--- src/rtl/priority_scan_stream.sv ---
// priority_scan_stream
//   Accepts one WIDTH-bit word per valid/ready handshake and emits every set
//   bit of it as a separate one-hot beat, one beat per cycle, together with
//   its binary index. The scan order (LSB-first or MSB-first) is chosen per
//   word by dir_i. An all-zero word produces a single beat flagged empty_o.
//
// Handshake rule (both sides): a transfer happens on a posedge of clk_i when
//   valid and ready are both high. A valid source holds its payload stable
//   until that transfer. ready may depend combinationally on the other side's
//   ready (data_ready_o follows data_ready_i on the final beat) but never on
//   valid.
//
// Ports
//   clk_i         clock, all logic on posedge
//   srst_n_i      synchronous reset, active-low
//   data_i        word to scan
//   dir_i         scan order for this word: 0 = LSB-first, 1 = MSB-first
//   data_val_i    input word valid
//   data_ready_o  block can accept a word
//   onehot_o      current beat (zero for an empty word)
//   idx_o         binary index of the bit in onehot_o (0 for an empty word)
//   empty_o       current beat represents an all-zero input word
//   last_o        current beat is the final beat of its word
//   data_val_o    output beat valid
//   data_ready_i  downstream accepts beat
//   dbg_state_o   FSM state for observation: 0 = IDLE, 1 = SCAN

module priority_scan_stream #(
    parameter int WIDTH = 16,
    parameter int IDX_W = $clog2(WIDTH)
) (
    input  logic             clk_i,
    input  logic             srst_n_i,
    input  logic [WIDTH-1:0] data_i,
    input  logic             dir_i,
    input  logic             data_val_i,
    output logic             data_ready_o,
    output logic [WIDTH-1:0] onehot_o,
    output logic [IDX_W-1:0] idx_o,
    output logic             empty_o,
    output logic             last_o,
    output logic             data_val_o,
    input  logic             data_ready_i,
    output logic             dbg_state_o
);

    typedef enum logic {
        ST_IDLE = 1'b0,
        ST_SCAN = 1'b1
    } state_t;

    state_t           state_q, state_d;
    logic [WIDTH-1:0] rem_q, rem_d;
    logic             dir_q, dir_d;
    logic [WIDTH-1:0] onehot_q, onehot_d;
    logic [IDX_W-1:0] idx_q, idx_d;
    logic             empty_q, empty_d;
    logic             last_q, last_d;

    logic             accept;
    logic             out_hs;
    logic [WIDTH-1:0] src;
    logic             src_dir;
    logic [WIDTH-1:0] sel;
    logic [WIDTH-1:0] src_left;

    // Lowest set bit via two's complement isolation.
    function automatic logic [WIDTH-1:0] pick_lsb(input logic [WIDTH-1:0] v);
        return v & (~v + WIDTH'(1));
    endfunction

    // Highest set bit: the last set bit seen on an ascending walk wins.
    function automatic logic [WIDTH-1:0] pick_msb(input logic [WIDTH-1:0] v);
        logic [WIDTH-1:0] r;
        r = '0;
        for (int i = 0; i < WIDTH; i++) begin
            if (v[i]) begin
                r    = '0;
                r[i] = 1'b1;
            end
        end
        return r;
    endfunction

    // One-hot to binary; yields 0 for a zero vector.
    function automatic logic [IDX_W-1:0] encode(input logic [WIDTH-1:0] v);
        logic [IDX_W-1:0] r;
        r = '0;
        for (int i = 0; i < WIDTH; i++) begin
            if (v[i]) begin
                r = r | IDX_W'(i);
            end
        end
        return r;
    endfunction

    // Ready while idle, or on the cycle the final beat of the current word is
    // taken, so a new word can follow with no bubble.
    assign data_ready_o = srst_n_i &
                          ((state_q == ST_IDLE) | (data_val_o & last_q & data_ready_i));
    assign data_val_o   = (state_q == ST_SCAN);
    assign accept       = data_val_i & data_ready_o;
    assign out_hs       = data_val_o & data_ready_i;

    assign onehot_o     = onehot_q;
    assign idx_o        = idx_q;
    assign empty_o      = empty_q;
    assign last_o       = last_q;
    assign dbg_state_o  = state_q;

    // A freshly accepted word is scanned directly from data_i; otherwise the
    // next beat comes from the remaining-bits register.
    always_comb begin
        src      = accept ? data_i : rem_q;
        src_dir  = accept ? dir_i : dir_q;
        sel      = src_dir ? pick_msb(src) : pick_lsb(src);
        src_left = src & ~sel;
    end

    always_comb begin
        state_d  = state_q;
        rem_d    = rem_q;
        dir_d    = dir_q;
        onehot_d = onehot_q;
        idx_d    = idx_q;
        empty_d  = empty_q;
        last_d   = last_q;

        if (accept) begin
            state_d  = ST_SCAN;
            dir_d    = dir_i;
            rem_d    = src_left;
            onehot_d = sel;
            idx_d    = encode(sel);
            empty_d  = (data_i == '0);
            last_d   = (src_left == '0);
        end else if (out_hs) begin
            if (!last_q) begin
                state_d  = ST_SCAN;
                rem_d    = src_left;
                onehot_d = sel;
                idx_d    = encode(sel);
                empty_d  = 1'b0;
                last_d   = (src_left == '0);
            end else begin
                state_d  = ST_IDLE;
                rem_d    = '0;
                onehot_d = '0;
                idx_d    = '0;
                empty_d  = 1'b0;
                last_d   = 1'b0;
            end
        end
    end

    always_ff @(posedge clk_i) begin
        if (!srst_n_i) begin
            state_q  <= ST_IDLE;
            rem_q    <= '0;
            dir_q    <= 1'b0;
            onehot_q <= '0;
            idx_q    <= '0;
            empty_q  <= 1'b0;
            last_q   <= 1'b0;
        end else begin
            state_q  <= state_d;
            rem_q    <= rem_d;
            dir_q    <= dir_d;
            onehot_q <= onehot_d;
            idx_q    <= idx_d;
            empty_q  <= empty_d;
            last_q   <= last_d;
        end
    end

endmodule

--- config.mk ---
export PLATFORM = sky130hd
export DESIGN_NAME = priority_scan_stream
export DESIGN_NICKNAME = d
export VERILOG_FILES = /design/src/rtl/priority_scan_stream.sv
export SDC_FILE = /design/constraint.sdc
export NUM_CORES = 1
export LEC_CHECK = 0
export ABC_CLOCK_PERIOD_IN_PS = 3580
export CAP_MARGIN = 30
export CORE_MARGIN = 5
export CORE_UTILIZATION = 30
export DETAILED_ROUTE_END_ITERATION = 8
export MAX_ROUTING_LAYER = met4
export SKIP_LAST_GASP = 1
export SLEW_MARGIN = 20
export SYNTH_ARGS = -nofsm -noshare
export SYNTH_HDL_FRONTEND = slang
export SYNTH_SLANG_ARGS = --single-unit
--- constraint.sdc ---
create_clock -name clk_i -period 3.58 [get_ports clk_i]
set_input_delay 1.074 -clock clk_i [delete_from_list [all_inputs] [get_ports clk_i]]
set_output_delay 1.074 -clock clk_i [all_outputs]
set_load 0.01 [all_outputs]
==> run summary, run 1 <==
- clock latency of the later-clocked register in the worst-skew pair: 0.31 ns
- Worst IR Drop VDD: 0.000260 V
- Total Routing Usage GR: 22.5%
- Antenna Diode Count: 0
- number of max-slew violations in the final report: 0
- unrepaired setup endpoints after global routing: false
- vias in the first global route: 3622
- Clock Pin Slew Worst Setup and Hold Paths: 0.08 ns
- CTS Buf Count: 5
- Cell Area, Placed: 0.00437 sq mm
- synthesis-to-layout area growth: 45.0%
- cell seen most often among critical-path stages: or4_1
- multi-input logic area: 0.00209 sq mm
- IO Port Bufs: 45
- detail-routed via count per cell: 5.85
- weighted congestion reported at the end of routability-driven placement: 1.04
- effective utilization at floorplan: 30.2%
- pin slew with the least headroom to its limit: 0.835 ns
- Setup CP Type: in -> reg
- number of fillers in the final layout: 1085
- aggregate global routing overflow: 0
- required time reported for the critical path endpoint: 3.81 ns
- proportion of synthesized flip-flops having asynchronous set or reset: 0%
- setup clock skew after layout: 0.0126 ns
- I/O pin cnt: 46
- Setup WS post-layout: 0.118 ns
- Placement Rows: 37
- average cell area after synthesis: 8.14 sq um
- CTS Root Buffer Type: clkbuf_8
- clock tree from TritonCTS: done
- drt initial violations: 242
- PD cells: 290 mW/mm^2
- post-synthesis compound-gate area fraction: 30.4%
- cell breakdown of the critical path: clkdlybuf4s50_1 -> or4_1 -> nor4_2 -> o22ai_1 -> o311a_1 -> or4_1 -> o31ai_2
- worst slack at placement: -0.283 ns
- number of instances in the synthesized netlist: 378
- area fraction in and, or, nand and nor cells after synthesis: 31.7%
- Rel. slew slack: 44.3%
- Warnings, synthesis: 0
- crit-path leading delay family: simple AND/OR/NAND/NOR gates
- final hold violations: 0
- total length of routed wires: 13900 um
- Die X: 111 um
- Cell Area, Synth: 0.00308 sq mm
- Synth Flop Type: dfxtp_1
- count of clock tree sinks: 40
- Seq/Total Area, Yosys: 26.0%
- residual DRC count: 0
- net count of the mapped netlist: 399
- largest net degree at the start of global routing: 42
- chip height: 111 um
- worst endpoint data arrival time: 3.69 ns
- initial antenna violation count: 0
- Die Area: 0.0124 sq mm
- top fanout value on the critical path: 4
- adder and majority gate portion of the synthesized area: 0%
- post-synthesis xor/xnor area fraction: 0%
- combinational family with the most area after synthesis: simple AND/OR/NAND/NOR gates
- total non-filler cell area in the finished layout: 0.00446 sq mm
- detail-routed net length per standard cell: 21.6 um
- maximum clock insertion buffer count: 2
- status: completed
- #FFs+latches synth: 40
- crit end category: flop
- leakage power total: 0.00168 uW
- CP Buf/Inv Count: 1
- Core Area: 0.0102 sq mm
- Initial DRT Pass Iterations: 7
- wire length of the first global-routing pass: 21400 um
- H-tree depth: 2
- Hold Crit Class: reg -> reg
- Max Cap Viol: 0
- mux contribution to synthesized area: 5.33%
- Register Area: 801 sq um
- number of nets with antenna violations after detailed routing: 0
- slowest cell on the critical path: or4_1
- leading cell type in the layout, fill and taps excluded: buf_4
- fraction of the cycle the final worst path needs: 96.7%
- hold bufs inserted after CTS: 0
- share of layout cells above drive strength 1: 28.0%
- count of nets after finishing: 531
- crit start category: input port
- Setup-failing EPs final: 0
- time the final worst path needs with I/O delays and setup: 3.46 ns
- via count: 3779
- Unique masters post-synth: 77
- count of flip-flops with a built-in enable after synthesis: 0
- commonest non-fill, non-tap cells in the layout: buf_4, clkdlybuf4s50_1, dfxtp_1
- highest achievable clock rate: 289 MHz
- biggest cell delay along the critical path: 0.59 ns
- Detail Placement HPWL: 11100 um
## metrics by stage
step	power (uW)	cells	TNS, ns	util (%)	hold WS, ns
6_report	1300	646	0	43.8	0.465
5_1_grt	1350	646	0	43.8	0.495
4_1_cts	1290	646	0	43.7	0.468
3_5_place_dp	990	639	-0.888	42.9	0.458
3_3_place_gp	995	639	-0.914	42.9	0.457
2_1_floorplan	722	378	0	-	0.486
## synthesized netlist by cell type, types with 7 or more instances
cell      number  area, sq um
a21oi_1       21          105
nor3_1        23          115
nor4_1        12         75.1
o21ai_0       12         60.1
nor2b_1       31          194
mux2i_1       13          130
a211oi_1       8         60.1
nor2_1        24         90.1
inv_1         11         41.3
nand2_1       20         75.1
a32oi_1       12          105
clkbuf_1      14         52.6
or4_1         10         75.1
o22ai_1        7         43.8
a22oi_1       12         90.1
dfxtp_1       40          801
## repair_timing
action / CTS / global route
buffers inserted: 0 / 0
gates resized for setup: 1 / 4
endpoints found under the hold margin: 0 / 0
pin swaps: 0 / 0
setup endpoints to repair: 1 / 1
## final timing paths
kind | startpoint | endpoint | slack, ns | cells after the start
setup / recovery | data_i[10] | last_o | 0.12 | 7
hold / removal | idx_o[2] | idx_o[2] | 0.47 | 2
setup reg to reg | rem_q[12] | last_o | 0.85 | 6
hold reg to reg | idx_o[2] | idx_o[2] | 0.47 | 2
## metal layers
layer  vias to the layer above  track usage, %  wire length [um]  part of all wire (%)
met5                         -               -                 0                     0
met4                         0            7.79               500                   3.6
met3                        37            2.67               857                   6.2
met2                       183            36.3              6480                    47
met1                      1811            29.3              6080                    44
li1                       1748               -                 -                     -
## kinds of logic (layout without fill, tap and decap cells)
group	count (synthesis)	count (layout)
AND/OR/NAND/NOR	165	165
AO/OA/AOI/OAI	121	121
flip-flops	40	40
buffers and inverters	36	168
multiplexers	16	16
## power breakdown
group | total (uW) | internal (uW) | switching, uW
clock network | 307 | 132 | 174
logic | 510 | 247 | 263
registers | 479 | 460 | 18.3
total | 1300 | 840 | 456
## flip-flops by register name, summed over array words and instances, names as in the netlist
| name | flops |
|---|---|
| last_o | 1 |
| idx_o | 4 |
| data_val_o | 1 |
| empty_o | 1 |
| dir_q | 1 |
| rem_q | 16 |
| onehot_o | 16 |
## cell type report
class | count | share of cell area (%)
Sequential cell | 40 | 17.9
Tap cell | 136 | 3.81
Clock inverter | 2 | 0.280
Inverter | 11 | 0.925
Timing Repair Buffer | 150 | 28.6
Multi-Input combinational cell | 302 | 46.9
Clock buffer | 5 | 1.54
## worst register-to-register path, cell delays in order, from the launching register on
cell and delay, ns:
dfxtp_1 0.42, or4_4 0.61, a211oi_2 0.31, o22ai_1 0.19, o311a_1 0.36, or4_1 0.54, o31ai_2 0.21
Power figures use the tool's default switching activity.
==> run 2: changes to the inputs <==
Settings changed: CORE_MARGIN 5 to 3, SKIP_CTS_REPAIR_TIMING set to 1.
==> run summary, run 2 (same netlist as run 1, synthesis figures left out) <==
- chip height: 107 um, -3.6%
- unrepaired setup endpoints after global routing: false
- Hold Crit Endpoint: onehot_o[8]
- Hold Crit Depth: 2, unchanged
- largest net degree at the start of global routing: 42, unchanged
- synthesis-to-layout area growth: 45.6%
- setup slack of the worst register-to-register path: 0.88 ns, +0.03 ns
- endpoint of the most critical register-to-register path: last_o
- Setup CP Type: in -> reg
- status: completed
- time the final worst path needs with I/O delays and setup: 3.50 ns, +0.0408 ns
- required time reported for the critical path endpoint: 3.80 ns, about the same
- IO Port Bufs: 45, unchanged
- CTS Root Buffer Type: clkbuf_8
- Antenna Diode Count: 0, unchanged
- vias in the first global route: 3595, -0.75%
- Core Area: 0.00986 sq mm, -3.1%
- count of clock tree sinks: 40, unchanged
- post-layout power: 1360 uW, +4.9%
- setup clock skew after layout: 0.00797 ns, -0.00458 ns
- detail-routed via count per cell: 5.88, +0.44%
- share of layout cells above drive strength 1: 27.9%, -0.15 points
- cell breakdown of the critical path: clkdlybuf4s50_1 -> or4_1 -> or3_1 -> a32oi_1 -> o21bai_1 -> a221oi_1 -> nand4b_1 -> o31ai_2
- via count: 3731, -1.3%
- number of max-slew violations in the final report: 0, unchanged
- leakage power total: 0.00167 uW, -0.38%
- Setup WS post-layout: 0.0774 ns, -0.0408 ns
- biggest cell delay along the critical path: 0.59 ns, about the same
- slowest cell on the critical path: or4_1
- Total Routing Usage GR: 23.4%, +0.91 points
- Clock Pin Slew Worst Setup and Hold Paths: 0.09 ns, about the same
- pin slew with the least headroom to its limit: 0.748 ns, -0.0869 ns
- Hold Crit Start: onehot_o[8]
- clock tree from TritonCTS: done
- hold slack final: 0.466 ns, +0.000345 ns
- worst endpoint data arrival time: 3.73 ns, +0.04 ns
- clock latency of the later-clocked register in the worst-skew pair: 0.30 ns, about the same
- FF-to-FF path depth: 8, +2
- Worst IR Drop VDD: 0.000266 V, +2.3%
- Setup-failing EPs final: 0, unchanged
- weighted congestion reported at the end of routability-driven placement: 1.04, +0.76%
- H-tree depth: 2, unchanged
- count of nets after finishing: 522, -1.7%
- Max Cap Viol: 0, unchanged
- final hold violations: 0, unchanged
- Die X: 107 um, -3.6%
- detail-routed net length per standard cell: 20.8 um, -3.4%
- Rel. slew slack: 50.1%, +5.8 points
- Detail Placement HPWL: 10200 um, -8.2%
- wire length of the first global-routing pass: 20500 um, -4.4%
- top fanout value on the critical path: 2, -2
- crit end category: flop
- Hold Crit Class: reg -> reg
- PD cells: 303 mW/mm^2, +4.4%
- worst slack at placement: -0.253 ns, +0.0296 ns
- Initial DRT Pass Iterations: 8, +1
- effective utilization at floorplan: 31.2%, +0.98 points
- highest achievable clock rate: 286 MHz, -1.2%
- total length of routed wires: 13200 um, -5.1%
- aggregate global routing overflow: 0, unchanged
- launch point of the worst reg-to-reg path: last_o
- Placement Rows: 36, -2.7%
- initial antenna violation count: 0, unchanged
- drt initial violations: 317, +31%
- commonest non-fill, non-tap cells in the layout: buf_4, clkdlybuf4s50_1, dfxtp_1
- maximum clock insertion buffer count: 2, unchanged
- Die Area: 0.0115 sq mm, -7.1%
- number of nets with antenna violations after detailed routing: 0, unchanged
- number of fillers in the final layout: 980, -9.7%
- I/O pin cnt: 46, unchanged
- leading cell type in the layout, fill and taps excluded: buf_4
- fraction of the cycle the final worst path needs: 97.8%, +1.1 points
- CTS Buf Count: 5, unchanged
- residual DRC count: 0, unchanged
- crit start category: input port
-- run 2: cell type report --
class                      instances  area, sq um  share of cell area, %
clock inverter                     3         42.5                  0.949
inverter                          11         41.3                  0.922
sequential                        40          801                   17.9
timing repair buffer             141         1250                   27.9
clock buffer                       5         68.8                   1.54
tap                              133          166                   3.71
multi-input combinational        302         2110                   47.1
-- run 2: metrics by stage --
stage	instance area [sq um]	util, %	instances	setup TNS (ns)
2_1_floorplan	3080	-	378	0
3_3_place_gp	4330	43.9	626	-1.25
3_5_place_dp	4330	43.9	626	-1.29
4_1_cts	4440	45.0	634	-0.0259
5_1_grt	4480	45.4	635	0
6_report	4480	45.4	635	0
-- run 2: metal layers --
layer  wire [um]  global-route usage [%]  vias up  part of all wire, %
met3         970                    3.42       40                  7.3
met5           0                       -        -                    0
li1            -                       -     1728                    -
met2        5860                    35.5      213                   44
met1        5880                    31.8     1750                   45
met4         500                    8.58        0                  3.8
-- run 2: worst max-delay path by stage --
stage                            start           end  slack (ns)
final                        data_i[2]        last_o        0.08
after global routing         data_i[9]        last_o       0.008
after CTS                 data_ready_i  data_ready_o       -0.03
after detailed placement     data_i[9]        last_o       -0.25
after global placement      data_i[10]        last_o       -0.24
after floorplan               srst_n_i        last_o        0.43
-- run 2: where the power goes --
| group | switching [uW] | internal [uW] |
|---|---|---|
| Combinational | 260 | 238 |
| Clock | 174 | 207 |
| Sequential | 18.9 | 460 |
| Total | 453 | 905 |
-- run 2: critical path, delay by kind of cell --
family	cells	cell delay, ns
AOI/OAI and AO/OA	4	0.98
buffers and inverters	1	0.44
and+or+nand+nor	3	1.22
